$ cat src/rtl/vram_arbiter.sv
// Single-port VRAM arbiter between an Avalon-MM CPU slave and a text-renderer fetch port.
// Video is favoured, but a pending CPU access is guaranteed a slot after MAX_VID_RUN video grants.
module vram_arbiter #(
  parameter int ADDR_W      = 11,
  parameter int DATA_W      = 32,
  parameter int MAX_VID_RUN = 4
) (
  input  logic                clk,
  input  logic                reset_n,
  input  logic                cpu_read,
  input  logic                cpu_write,
  input  logic [ADDR_W-1:0]   cpu_address,
  input  logic [DATA_W-1:0]   cpu_writedata,
  input  logic [DATA_W/8-1:0] cpu_byteenable,
  output logic [DATA_W-1:0]   cpu_readdata,
  output logic                cpu_waitrequest,
  input  logic                vid_req,
  input  logic [ADDR_W-1:0]   vid_addr,
  output logic                vid_ack,
  output logic [DATA_W-1:0]   vid_rdata,
  output logic [ADDR_W-1:0]   ram_addr,
  output logic                ram_we,
  output logic [DATA_W/8-1:0] ram_be,
  output logic [DATA_W-1:0]   ram_wdata,
  input  logic [DATA_W-1:0]   ram_rdata
);

  localparam int BE_W = DATA_W / 8;
  localparam int RC_W = $clog2(MAX_VID_RUN + 1);
  localparam logic [RC_W-1:0] RUN_MAX = RC_W'(MAX_VID_RUN);

  typedef enum logic [2:0] {
    IDLE   = 3'd0,
    V_ADDR = 3'd1,
    V_DATA = 3'd2,
    C_ADDR = 3'd3,
    C_DATA = 3'd4,
    C_WR   = 3'd5
  } state_t;

  state_t            state_r;
  state_t            state_nxt_s;
  logic [RC_W-1:0]   run_cnt_r;
  logic              cpu_pend_s;
  logic              grant_vid_s;
  logic              grant_cpu_s;
  logic              vid_ack_r;
  logic              cpu_waitrequest_r;
  logic [ADDR_W-1:0] ram_addr_r;
  logic              ram_we_r;
  logic [BE_W-1:0]   ram_be_r;
  logic [DATA_W-1:0] ram_wdata_r;

  assign cpu_pend_s = cpu_read | cpu_write;

  // Next-state and grant decision; grants are only made from IDLE.
  always_comb begin
    state_nxt_s = state_r;
    grant_vid_s = 1'b0;
    grant_cpu_s = 1'b0;
    case (state_r)
      IDLE: begin
        if (vid_req && (!cpu_pend_s || (run_cnt_r < RUN_MAX))) begin
          grant_vid_s = 1'b1;
          state_nxt_s = V_ADDR;
        end else if (cpu_pend_s) begin
          grant_cpu_s = 1'b1;
          // a simultaneous read+write strobe is serviced as a write
          state_nxt_s = cpu_write ? C_WR : C_ADDR;
        end else begin
          state_nxt_s = IDLE;
        end
      end
      V_ADDR:  state_nxt_s = V_DATA;
      V_DATA:  state_nxt_s = IDLE;
      C_ADDR:  state_nxt_s = C_DATA;
      C_DATA:  state_nxt_s = IDLE;
      C_WR:    state_nxt_s = IDLE;
      default: state_nxt_s = IDLE;
    endcase
  end

  // State register plus the state-decoded handshake outputs, registered from next state.
  always_ff @(posedge clk or negedge reset_n) begin
    if (!reset_n) begin
      state_r           <= IDLE;
      vid_ack_r         <= 1'b0;
      cpu_waitrequest_r <= 1'b1;
    end else begin
      state_r           <= state_nxt_s;
      vid_ack_r         <= (state_nxt_s == V_DATA);
      cpu_waitrequest_r <= !((state_nxt_s == C_DATA) || (state_nxt_s == C_WR));
    end
  end

  // Consecutive video grants made while the CPU is kept waiting.
  always_ff @(posedge clk or negedge reset_n) begin
    if (!reset_n) begin
      run_cnt_r <= '0;
    end else if (state_r == IDLE) begin
      if (grant_cpu_s || !cpu_pend_s) begin
        run_cnt_r <= '0;
      end else if (grant_vid_s && (run_cnt_r < RUN_MAX)) begin
        run_cnt_r <= run_cnt_r + 1'b1;
      end
    end
  end

  // RAM command registers, loaded on the grant edge; write enable lasts exactly the C_WR cycle.
  always_ff @(posedge clk or negedge reset_n) begin
    if (!reset_n) begin
      ram_addr_r  <= '0;
      ram_we_r    <= 1'b0;
      ram_be_r    <= '0;
      ram_wdata_r <= '0;
    end else begin
      ram_we_r <= 1'b0;
      if (grant_vid_s) begin
        ram_addr_r <= vid_addr;
        ram_be_r   <= '1;
      end else if (grant_cpu_s) begin
        ram_addr_r <= cpu_address;
        if (cpu_write) begin
          ram_we_r    <= 1'b1;
          ram_be_r    <= cpu_byteenable;
          ram_wdata_r <= cpu_writedata;
        end else begin
          ram_be_r <= '1;
        end
      end
    end
  end

  assign vid_ack         = vid_ack_r;
  assign cpu_waitrequest = cpu_waitrequest_r;
  assign vid_rdata       = ram_rdata;
  assign cpu_readdata    = ram_rdata;
  assign ram_addr        = ram_addr_r;
  assign ram_we          = ram_we_r;
  assign ram_be          = ram_be_r;
  assign ram_wdata       = ram_wdata_r;

endmodule

$ cat config.mk
export PLATFORM = sky130hd
export DESIGN_NAME = vram_arbiter
export DESIGN_NICKNAME = d
export VERILOG_FILES = /design/src/rtl/vram_arbiter.sv
export SDC_FILE = /design/constraint.sdc
export NUM_CORES = 1
export LEC_CHECK = 0
export CORE_ASPECT_RATIO = 1.4
export CORE_MARGIN = 5
export CORE_UTILIZATION = 56
export DETAILED_ROUTE_END_ITERATION = 7
export DONT_BUFFER_PORTS = 1
export GPL_TIMING_DRIVEN = 0
export PLACE_DENSITY_LB_ADDON = 0.05
export RECOVER_POWER = 50
export SYNTH_ARGS = -nofsm -noshare
export SYNTH_HDL_FRONTEND = slang
export SYNTH_SLANG_ARGS = --single-unit
$ cat constraint.sdc
create_clock -name clk -period 1.8 [get_ports clk]
set_input_delay 0.36 -clock clk [delete_from_list [all_inputs] [get_ports clk]]
set_output_delay 0.36 -clock clk [all_outputs]
set_load 0.01 [all_outputs]
Word-level counts from Yosys, hierarchy flattened

Index checks and enable logic that the tools add are counted.

Register bits after elaboration: 56
Input bits: 95
Logic and storage cells: 48

Add/subtract/negate cells: 1
Magnitude comparators: 1
Equal/unequal tests: 5
Multiplexer cells: 19
Bitwise logic cells: 2
Reductions and logical operators: 12

Operators by type and width:

| operator                                       | count |
|---|---|
| 2-to-1 mux 11 bit                              | 2 |
| 2-to-1 mux 3 bit                               | 5 |
| 2-to-1 mux 4 bit                               | 3 |
| one-hot mux 3 bit (3 select lines)             | 1 |
| 2-to-1 mux 1 bit                               | 8 |
| == test 3 x 2 -> 1 bit (second input constant) | 2 |
| == test 3 bit (second input constant)          | 2 |
| nonzero test 2 bit                             | 2 |
| adder 3 x 1 -> 3 bit (second input constant)   | 1 |
| == test 3 x 1 -> 1 bit (second input constant) | 1 |
| zero test 3 bit                                | 1 |
| logical OR 1 bit                               | 3 |
| < comparator 3 bit (second input constant)     | 1 |
| AND reduction 3 bit                            | 1 |
| logical AND 1 bit                              | 2 |
| zero test 1 bit                                | 2 |
| AND reduction 2 bit                            | 1 |
| NOT 1 bit                                      | 1 |
| bitwise OR 1 bit                               | 1 |

Logic depth before layout (Yosys ltp)

Gate-level depths: netlist of run 1.

Depth after elaboration: 9
Gate-level depth with buffers: 6
Depth with buffers taken out: 3

Worst setup path before layout of run 1

OpenSTA, ideal clock, no wires.

Path kind: input-to-reg
Start point: in vid_req
End point: reg ram_wdata_r[10] (netlist: ram_wdata[10])
Setup time: 0.125 ns
Arrival time: 1.644 ns
Data required time: 1.675 ns
Slack: 0.031 ns
Stages: 6
Buffers on the path: 3
Cell sequence: buf_6 > nor2b_4 > or4_4 > buf_6 > buf_8 > mux2_4

Longest elaborated chain between the ends: 5
Elaborated cells between the ends (all ways): 7
Classes of those cells: 4 x mux; 1 x bitwise; 2 x reduce/logical

RTL lines:

| item                              | line | text |
|---|---|---|
| start, declared                   | 17   | `input logic vid_req,` |
| logical AND 1 bit (*)             | 63   | `if (vid_req && (!cpu_pend_s \|\| (run_cnt_r < RUN_MAX))) begin` |
| 2-to-1 mux 1 bit                  | 63   |  |
| 2-to-1 mux 1 bit                  | 61   | `case (state_r)` |
| NOT 1 bit (no line)               | --   |  |
| AND reduction 3 bit (no line) (*) | --   |  |
| end signal, assigned              | 126  | `ram_wdata_r <= cpu_writedata;` |
| end, declared                     | 52   | `logic [DATA_W-1:0] ram_wdata_r;` |

Every way passes the cells marked *; elsewhere a longest branch is shown, timed or not.
A chain may end at the register's enable or synchronous reset.

Final worst setup path of run 1

Start point: reg state_r[1]
End point: reg ram_wdata_r[20] (netlist: ram_wdata[20])

Longest elaborated chain between the ends: 4
Elaborated cells between the ends (all ways): 5
Classes of those cells: 2 x mux; 1 x bitwise; 2 x reduce/logical

RTL lines:

| item                              | line | text |
|---|---|---|
| start, declared                   | 41   | `state_t state_r;` |
| start signal, assigned            | 90   | `state_r <= state_nxt_s;` |
| zero test 3 bit (*)               | 61   |  |
| 2-to-1 mux 1 bit                  | 61   |  |
| NOT 1 bit (no line)               | --   |  |
| AND reduction 3 bit (no line) (*) | --   |  |

Marks and branches as above.

==> results.ini, run 1 <==
[global_routing]
antenna_found_initial = 0
grt_max_degree = 57
grt_pass1_wl_um = 9650
track_usage = 0.180
grt_pass1_vias = 1877
grt-ovfl-total = 0

[timing]
slew_violations = 0
fin_setup_tns_ns = 0
post-route-period-util = 0.964
holdWs_ns = 0.178
finalWorstSetupSlack_ns = 0.0644
relSlewSlack = 0.491
hold_viol_final = 0
grt_setup_unrepaired = false
fin_worst_skew_ns = 0.00528
worstMarginPinSlew_ns = 0.763
fmaxAchievable_ghz = 0.576
finalSetupViolCount = 0
fin_crit_ns = 1.74

[floorplanning]
core_area_mm2 = 0.00512
die_h_um = 95.5
dieArea_mm2 = 0.00679
rows = 31
die_width_um = 71.1
io_pins = 209
initial_core_util = 0.572

[clocking]
cts_max_level = 2
path_clk_slew_ns = 0.10
cts.path.max_buffers = 2
clock_sinks = 56
clock_latency_ns = 0.30
post_cts_buffers = 0
cts-root-buf = clkbuf_8
cts_made_buffers = 5
cts_tree = built

[routing]
first_pass_iters = 4
wl_per_cell_um = 20.5
drt-total-wl_um = 6570
vias = 1786
drc = 0
ant_nets = 0
drtIter0Drc = 107
vias_per_cell = 5.58

[yosys]
synth_cell_types = 28
synthSimpleGateAreaFrac = 0.0517
synth_seq_cells = 56
syn_area_mm2 = 0.00293
synthXorXnorAreaFrac = 0
synth_top_family_by_area = buffers and inverters
yosysWarnings = 0
yosysSeqAreaShare = 0.479
syn-instance-count = 245
synth-compound-area-share = 0.108
synth_nets = 341
synth_area_per_cell_um2 = 11.9
synthAdderAreaFrac = 0.00428
synth_mux_area_frac = 0.155

[final_layout]
fillerInstances = 509
multi_input_area_um2 = 938
mostFrequentLayoutCells = clkbuf_1 (72), dfrtp_1 (54), mux2_4 (25)
drive_above_1_share = 0.205
design_area_mm2 = 0.00288
areaGrowthSynthToFinish_pct = -1.62
fin_nets = 349
regArea_mm2 = 0.00140
final_common_cell = clkbuf_1
num_antenna_cells = 0

[power]
cellPowerDensity_mw_per_mm2 = 1660
p_leak_uw = 0.00126
irDropWorstVdd_uv = 760

[setup_path]
worstReg2RegStart = state_r[1]
end_kind = flip-flop
cp_data_required_time_ns = 1.99
worstPathArrival_ns = 1.93
worst-path-max-fanout = 10
worstSetupStartpointType = flip-flop
crit_start = state_r[1]
critPathKind = flip-flop to flip-flop

[place]
hpwl_um = 5170
gp_congestion = 0.796
place_ws_ns = -0.129
portBuffers = 0
place_area_mm2 = 0.00301

[min_path]
min_from = cpu_byteenable[3]
hp-class = primary input to flip-flop

[outcome]
status = finished clean

[run]
cap_violations = 0

[worst paths after layout]
check / to / slack [ns] / cells after the start
setup / recovery: ram_wdata[20] / 0.06 / 5
hold / removal: ram_be[3] / 0.18 / 1
setup reg to reg: ram_wdata[20] / 0.06 / 5
hold reg to reg: run_cnt_r[0] / 0.50 / 1
max in group asynchronous: state_r[2] / 0.56 / 2
min in group asynchronous: ram_wdata[19] / 0.71 / 2
[critical path: stages (launching register included)]
cell and delay [ns]:
dfrtp_1 0.42, nand2b_1 0.16, or4_4 0.41, buf_6 0.17, buf_8 0.15, mux2_4 0.30
[cell families (layout without fill, tap and decap cells)]
logic type	count (synthesis)	count (layout)
compound gates	48	48
fa+ha+maj	1	1
buf+inv	81	90
flops	56	56
mux	32	32
simple gates	27	27
[what timing repair did]
action / 4_1_cts / 5_1_grt
hold buffers: 2 / 0
gates resized for setup: 1 / 4
cloned: 0 / 0
hold endpoints to repair: 56 / 0
endpoints found under the setup margin: 10 / 6
pin swaps: 0 / 0
[synthesized netlist by cell type]
cell type	n	area (um2)
mux2_4	25	375
a31oi_1	11	68.8
o21ai_0	3	15.0
or3_1	3	18.8
ha_1	1	12.5
buf_2	1	5.00
o31ai_1	11	82.6
nand2b_1	2	12.5
and2_1	2	12.5
nand2_1	5	18.8
dfrtp_1	55	1380
nand3_1	11	55.1
a21o_1	1	7.51
or4_4	1	11.3
nor3_1	1	5.00
inv_1	2	7.51
buf_6	3	33.8
mux2_2	7	78.8
o22a_1	4	35.0
buf_4	64	480
o21a_1	2	15.0
dfstp_2	1	26.3
nor2b_4	1	13.8
nor2_1	1	3.75
o2111ai_1	3	26.3
a21oi_1	13	65.1
clkbuf_1	9	33.8
buf_8	2	30.0
[layout make-up]
cell class                      instances  area share
Inverter                                2     0.00261
Buffer                                 78       0.118
Clock buffer                            6      0.0252
Timing Repair Buffer                    2     0.00608
Multi-Input combinational cell        108       0.326
Sequential cell                        56       0.488
Tap cell                               66      0.0287
Clock inverter                          2     0.00565
[layer usage]
layer / GRT usage / part of all wire / wire, um
met1: 0.215 / 0.35 / 2280
met2: 0.282 / 0.51 / 3350
met3: 0.0981 / 0.13 / 844
met4: 0.0533 / 0.014 / 92
met5: 0 / 0 / 0
[report_power, final]
| part | switching (uW) | total, uW | internal [uW] | leakage (uW) |
|---|---|---|---|---|
| Combinational | 661 | 1510 | 847 | 0.000567 |
| Clock | 390 | 668 | 278 | 0.0000414 |
| Sequential | 739 | 2610 | 1870 | 0.000653 |
[state kept, by name, indices dropped and copies added, names as in the netlist]
| register | flops |
|---|---|
| state_r | 3 |
| ram_addr | 11 |
| cpu_waitrequest | 1 |
| ram_wdata | 32 |
| ram_be | 4 |
| run_cnt_r | 3 |
| ram_we | 1 |
| vid_ack | 1 |
[through the flow]
step,power [uW],utilization,instances
after global placement,4160,0.588,311
after detailed placement,4200,0.588,311
after floorplan,3810,-,245
final,4780,0.562,320
after global routing,5110,0.562,320
after CTS,4920,0.613,320
(Power assumes the default switching activity.)
==> run 2: changes to the inputs <==
CTS_CLUSTER_SIZE = 14   (was not set)
==> results of run 2 <==
Final layout, timing and power as in run 1 (identical DEF).
